## config.mk

```make
export PLATFORM = sky130hd
export DESIGN_NAME = xpt_sequencer
export DESIGN_NICKNAME = d
export VERILOG_FILES = /design/src/rtl/xpt_sequencer.sv
export SDC_FILE = /design/constraint.sdc
export NUM_CORES = 1
export LEC_CHECK = 0
export CAP_MARGIN = 20
export CORE_MARGIN = 2
export CORE_UTILIZATION = 39
export CTS_CLUSTER_DIAMETER = 120
export DETAILED_ROUTE_END_ITERATION = 8
export PLACE_DENSITY = 0.78
export SYNTH_ARGS = -nofsm -noshare
export SYNTH_HDL_FRONTEND = slang
export SYNTH_SLANG_ARGS = --single-unit
```

## constraint.sdc

```tcl
create_clock -name clk -period 6.1 [get_ports clk]
set_clock_uncertainty 0.05 [all_clocks]
set_input_delay 1.22 -clock clk [delete_from_list [all_inputs] [get_ports clk]]
set_output_delay 1.22 -clock clk [all_outputs]
set_load 0.01 [all_outputs]
```

## src/rtl/xpt_sequencer.sv

```systemverilog
// xpt_sequencer: M1 fetch T-state sequencer and execute-phase timer with wait states and HALT
module xpt_sequencer #(
  parameter int XPT_WIDTH = 5,
  parameter int FETCH_T = 4,
  parameter int WAIT_T = 1
) (
  input  logic                 clk,
  input  logic                 reset,
  input  logic                 step,
  input  logic                 wait_req,
  input  logic                 reset_xpt,
  input  logic                 set_cm1,
  input  logic                 halt_req,
  input  logic                 int_req,
  output logic [XPT_WIDTH-1:0] XPT,
  output logic [XPT_WIDTH-1:0] notXPT,
  output logic                 cm1,
  output logic [1:0]           tstate,
  output logic                 fetch_done,
  output logic                 halted,
  output logic                 xpt_overflow
);
  typedef enum logic [1:0] {FETCH, EXEC, HALT} state_t;
  localparam logic [1:0] T_LAST = 2'(FETCH_T - 1);
  localparam logic [1:0] T_WAIT = 2'(WAIT_T);
  localparam logic [XPT_WIDTH-1:0] XPT_MAX = '1;
  state_t state_q;
  logic [XPT_WIDTH-1:0] xpt_q, nxpt_q;
  logic [1:0] tstate_q;
  logic cm1_q, fetch_done_q, halted_q, ovf_q;
  always_ff @(posedge clk) begin
    if (reset) begin
      state_q <= FETCH;
      xpt_q <= '0;
      nxpt_q <= '1;
      tstate_q <= 2'd0;
      cm1_q <= 1'b1;
      fetch_done_q <= 1'b0;
      halted_q <= 1'b0;
      ovf_q <= 1'b0;
    end else begin
      fetch_done_q <= 1'b0;
      if (step && state_q == FETCH) begin
        if (!(tstate_q == T_WAIT && wait_req)) begin
          if (tstate_q == T_LAST) begin
            state_q <= EXEC;
            fetch_done_q <= 1'b1;
            xpt_q <= '0;
            nxpt_q <= '1;
            cm1_q <= 1'b0;
            tstate_q <= 2'd0;
          end else begin
            tstate_q <= tstate_q + 2'd1;
          end
        end
      end else if (step && state_q == EXEC && !wait_req) begin
        if (reset_xpt) begin
          xpt_q <= '0;
          nxpt_q <= '1;
          if (set_cm1) begin
            state_q <= FETCH;
            cm1_q <= 1'b1;
            tstate_q <= 2'd0;
          end else if (halt_req) begin
            state_q <= HALT;
            halted_q <= 1'b1;
          end
        end else if (xpt_q == XPT_MAX) begin
          ovf_q <= 1'b1;
        end else begin
          xpt_q <= xpt_q + 1'b1;
          nxpt_q <= ~(xpt_q + 1'b1);
        end
      end else if (step && state_q == HALT && int_req) begin
        state_q <= FETCH;
        halted_q <= 1'b0;
        cm1_q <= 1'b1;
      end
    end
  end
  assign XPT = xpt_q;
  assign notXPT = nxpt_q;
  assign cm1 = cm1_q;
  assign tstate = tstate_q;
  assign fetch_done = fetch_done_q;
  assign halted = halted_q;
  assign xpt_overflow = ovf_q;
endmodule
```

==> impl_metrics.tcl <==
set metrics [dict create \
    grt_start_max_net_pins 14 \
    clk_path_buf_depth 2 \
    synth_commonest_cells "18 x dfxtp_1, 8 x a21oi_1, 8 x nor2_1, 7 x inv_1" \
    max_stage_delay_ps 550 \
    startpoint_type "input pin" \
    synth_top_cell_by_area "dfxtp_1" \
    synth.area.top_cells "dfxtp_1 42%, ha_1 5.8%, a21oi_1 4.6%, nor2_1 3.5%, inv_1 3.0%" \
    core_um2 2150 \
    met3RoutedLength_um 61 \
    syn-cell-area_um2 867 \
    period_share 0.445 \
    wl_met1_um 796 \
    drc 0 \
    dieArea_um2 2620 \
    clkTransAtPathRegs_ps 100 \
    end_kind "flop" \
    die_h_um 51.2 \
    cp_slowest_cell "clkdlybuf4s50_1" \
    cts_sinks 18 \
    synthArstFlopShare 0 \
    dpl.hpwl_mm 1.44 \
    rows 17 \
    crit_path_max_fanout 8 \
    drt_iter0_drc 3 \
    gp_congestion 0.834 \
    status "finished, final reports clean" \
    ir_drop_v 0.000110 \
    post_cts_buffers 0 \
    fin_crit_ps 2710 \
    finalSetupViolations 0 \
    avgViaCountPerCell 5.24 \
    synthDistinctLibCells 36 \
    clock.fmax_ghz 0.368 \
    htreeDepth 1 \
    wl_per_cell_um 12.3 \
    synth_cells 93 \
    slew_headroom 0.596 \
    insertion_delay_ps 280 \
    dr.pass1.iters 2 \
    hold_violations 0 \
    wl_met2_um 951 \
    drive_above_1_share 0.0672 \
    numCtsBuffers 3 \
    synth-edff-count 0 \
    synth-main-ff-cell "dfxtp_1" \
    holdBufCountCts 0 \
    hp-class "flop to flop" \
    start_util 0.404 \
    synthesis.nets 105 \
    cts_root_buf "clkbuf_4" \
    finalMaxSlewViolations 0 \
    nets 132 \
    cp.required_ps 6200 \
    hold_ws_ps 415 \
    max-cap-violations 0 \
    finalSetupTns_ps 0 \
    pre_cts_ws_ps 3070 \
    tritoncts "yes" \
    fin_area_um2 1160 \
    rsz0062_at_grt "no" \
    ant_nets 0 \
    grt_first_pass_wirelength_mm 3.18 \
    portBuffers 23 \
    antenna_found_initial 0 \
    fillers 196 \
    ys_warn_count 0 \
    cellPowerDensity_nw_per_um2 201 \
    placed_area_um2 1130 \
    worstPathArrival_ps 2820 \
    worst-setup-path-type "input pin to flop" \
    ys_seq_elements 18 \
    synth_top_area_share 0.416 \
    syn_to_final_growth_pct 34.3 \
    p_leak_nw 0.508 \
    synth.most_common_cell "dfxtp_1" \
    grt_usage 0.158 \
    cts_resized 0 \
    routed-via-count 770 \
    routed_wl_mm 1.81 \
    top_layer "met3" \
    yosysSeqAreaShare 0.416 \
    io_pins 24 \
    fin_ws_ps 3390 \
    grt_pass1_vias 798 \
    die_x_um 51.2 \
    grt-ovfl-total 0 \
    cp_cell_sequence "clkdlybuf4s50_1, or3b_4, a21o_1, a31oi_4, a22oi_1" \
    tightest_slew_ps 602 \
    antennaDiodeCount 0 \
    syn_area_per_cell_um2 9.32 \
    power_mw 0.234 \
]
[where the power goes]
group | internal, mW | leakage [nW] | total (mW) | switching [mW]
registers | 0.122 | 0.146 | 0.126 | 0.00418
logic | 0.0193 | 0.341 | 0.0379 | 0.0185
clock network | 0.0363 | 0.0210 | 0.0709 | 0.0346
[registers in the layout, summed over array words and instances (netlist names)]
signal	cells
xpt_overflow	1
state_q	2
tstate	2
notXPT	5
halted	1
fetch_done	1
cm1	1
XPT	5
[worst paths after layout]
kind	slack [ps]	start	end	cells after the start
max	3390	step	notXPT[1]	5
min	420	notXPT[3]	notXPT[3]	2
max reg2reg	3930	XPT[0]	XPT[0]	7
min reg2reg	420	notXPT[3]	notXPT[3]	2
[critical path, delay by kind of cell]
family / cells / cell delay (ps)
AOI/OAI and AO/OA: 3 / 610
and+or+nand+nor: 1 / 430
buffers and inverters: 1 / 550
[cell usage in the layout, fill, tap and decap left out, types with 2 or more instances in the layout]
cell type,netlist,final
ha_1,4,4
inv_1,7,7
nor2_1,8,8
nand2b_1,3,3
clkbuf_4,0,3
nand2_1,4,4
a22o_1,2,2
o21ai_0,2,2
a21o_1,3,3
nand3_1,2,2
nor3_1,3,3
a21oi_1,8,8
mux2i_1,2,2
nor2b_1,4,4
clkdlybuf4s50_1,0,23
a22oi_1,2,2
dfxtp_1,18,18
[routing by layer]
layer  vias up  global-route usage
met4         0              0.0541
met2        14               0.292
li1        387                   -
met1       369               0.182
met3         0              0.0263
met5         -                   0
[stage by stage]
step / instances / util
5_1_grt: 147 / 0.542
3_5_place_dp: 143 / 0.525
2_1_floorplan: 93 / -
3_3_place_gp: 143 / 0.525
4_1_cts: 147 / 0.542
6_report: 147 / 0.542
[area by class of cell]
class | count | area (um2) | share of cell area
clock buffer | 4 | 36.3 | 0.0311
inverter | 7 | 26.3 | 0.0226
multi-input combinational | 67 | 477 | 0.409
sequential | 18 | 360 | 0.309
tap | 28 | 35.0 | 0.0301
timing repair buffer | 23 | 230 | 0.198
[kinds of logic after synthesis]
family	Yosys count	synth area share
AO/OA/AOI/OAI	24	0.203
XOR/XNOR	1	0.0101
adder cells (fa/ha/maj)	4	0.0577
buffers and inverters	8	0.0346
flip-flops	18	0.416
multiplexers	3	0.0361
AND/OR/NAND/NOR	35	0.242
No activity file was read; power rests on OpenSTA's default activity.
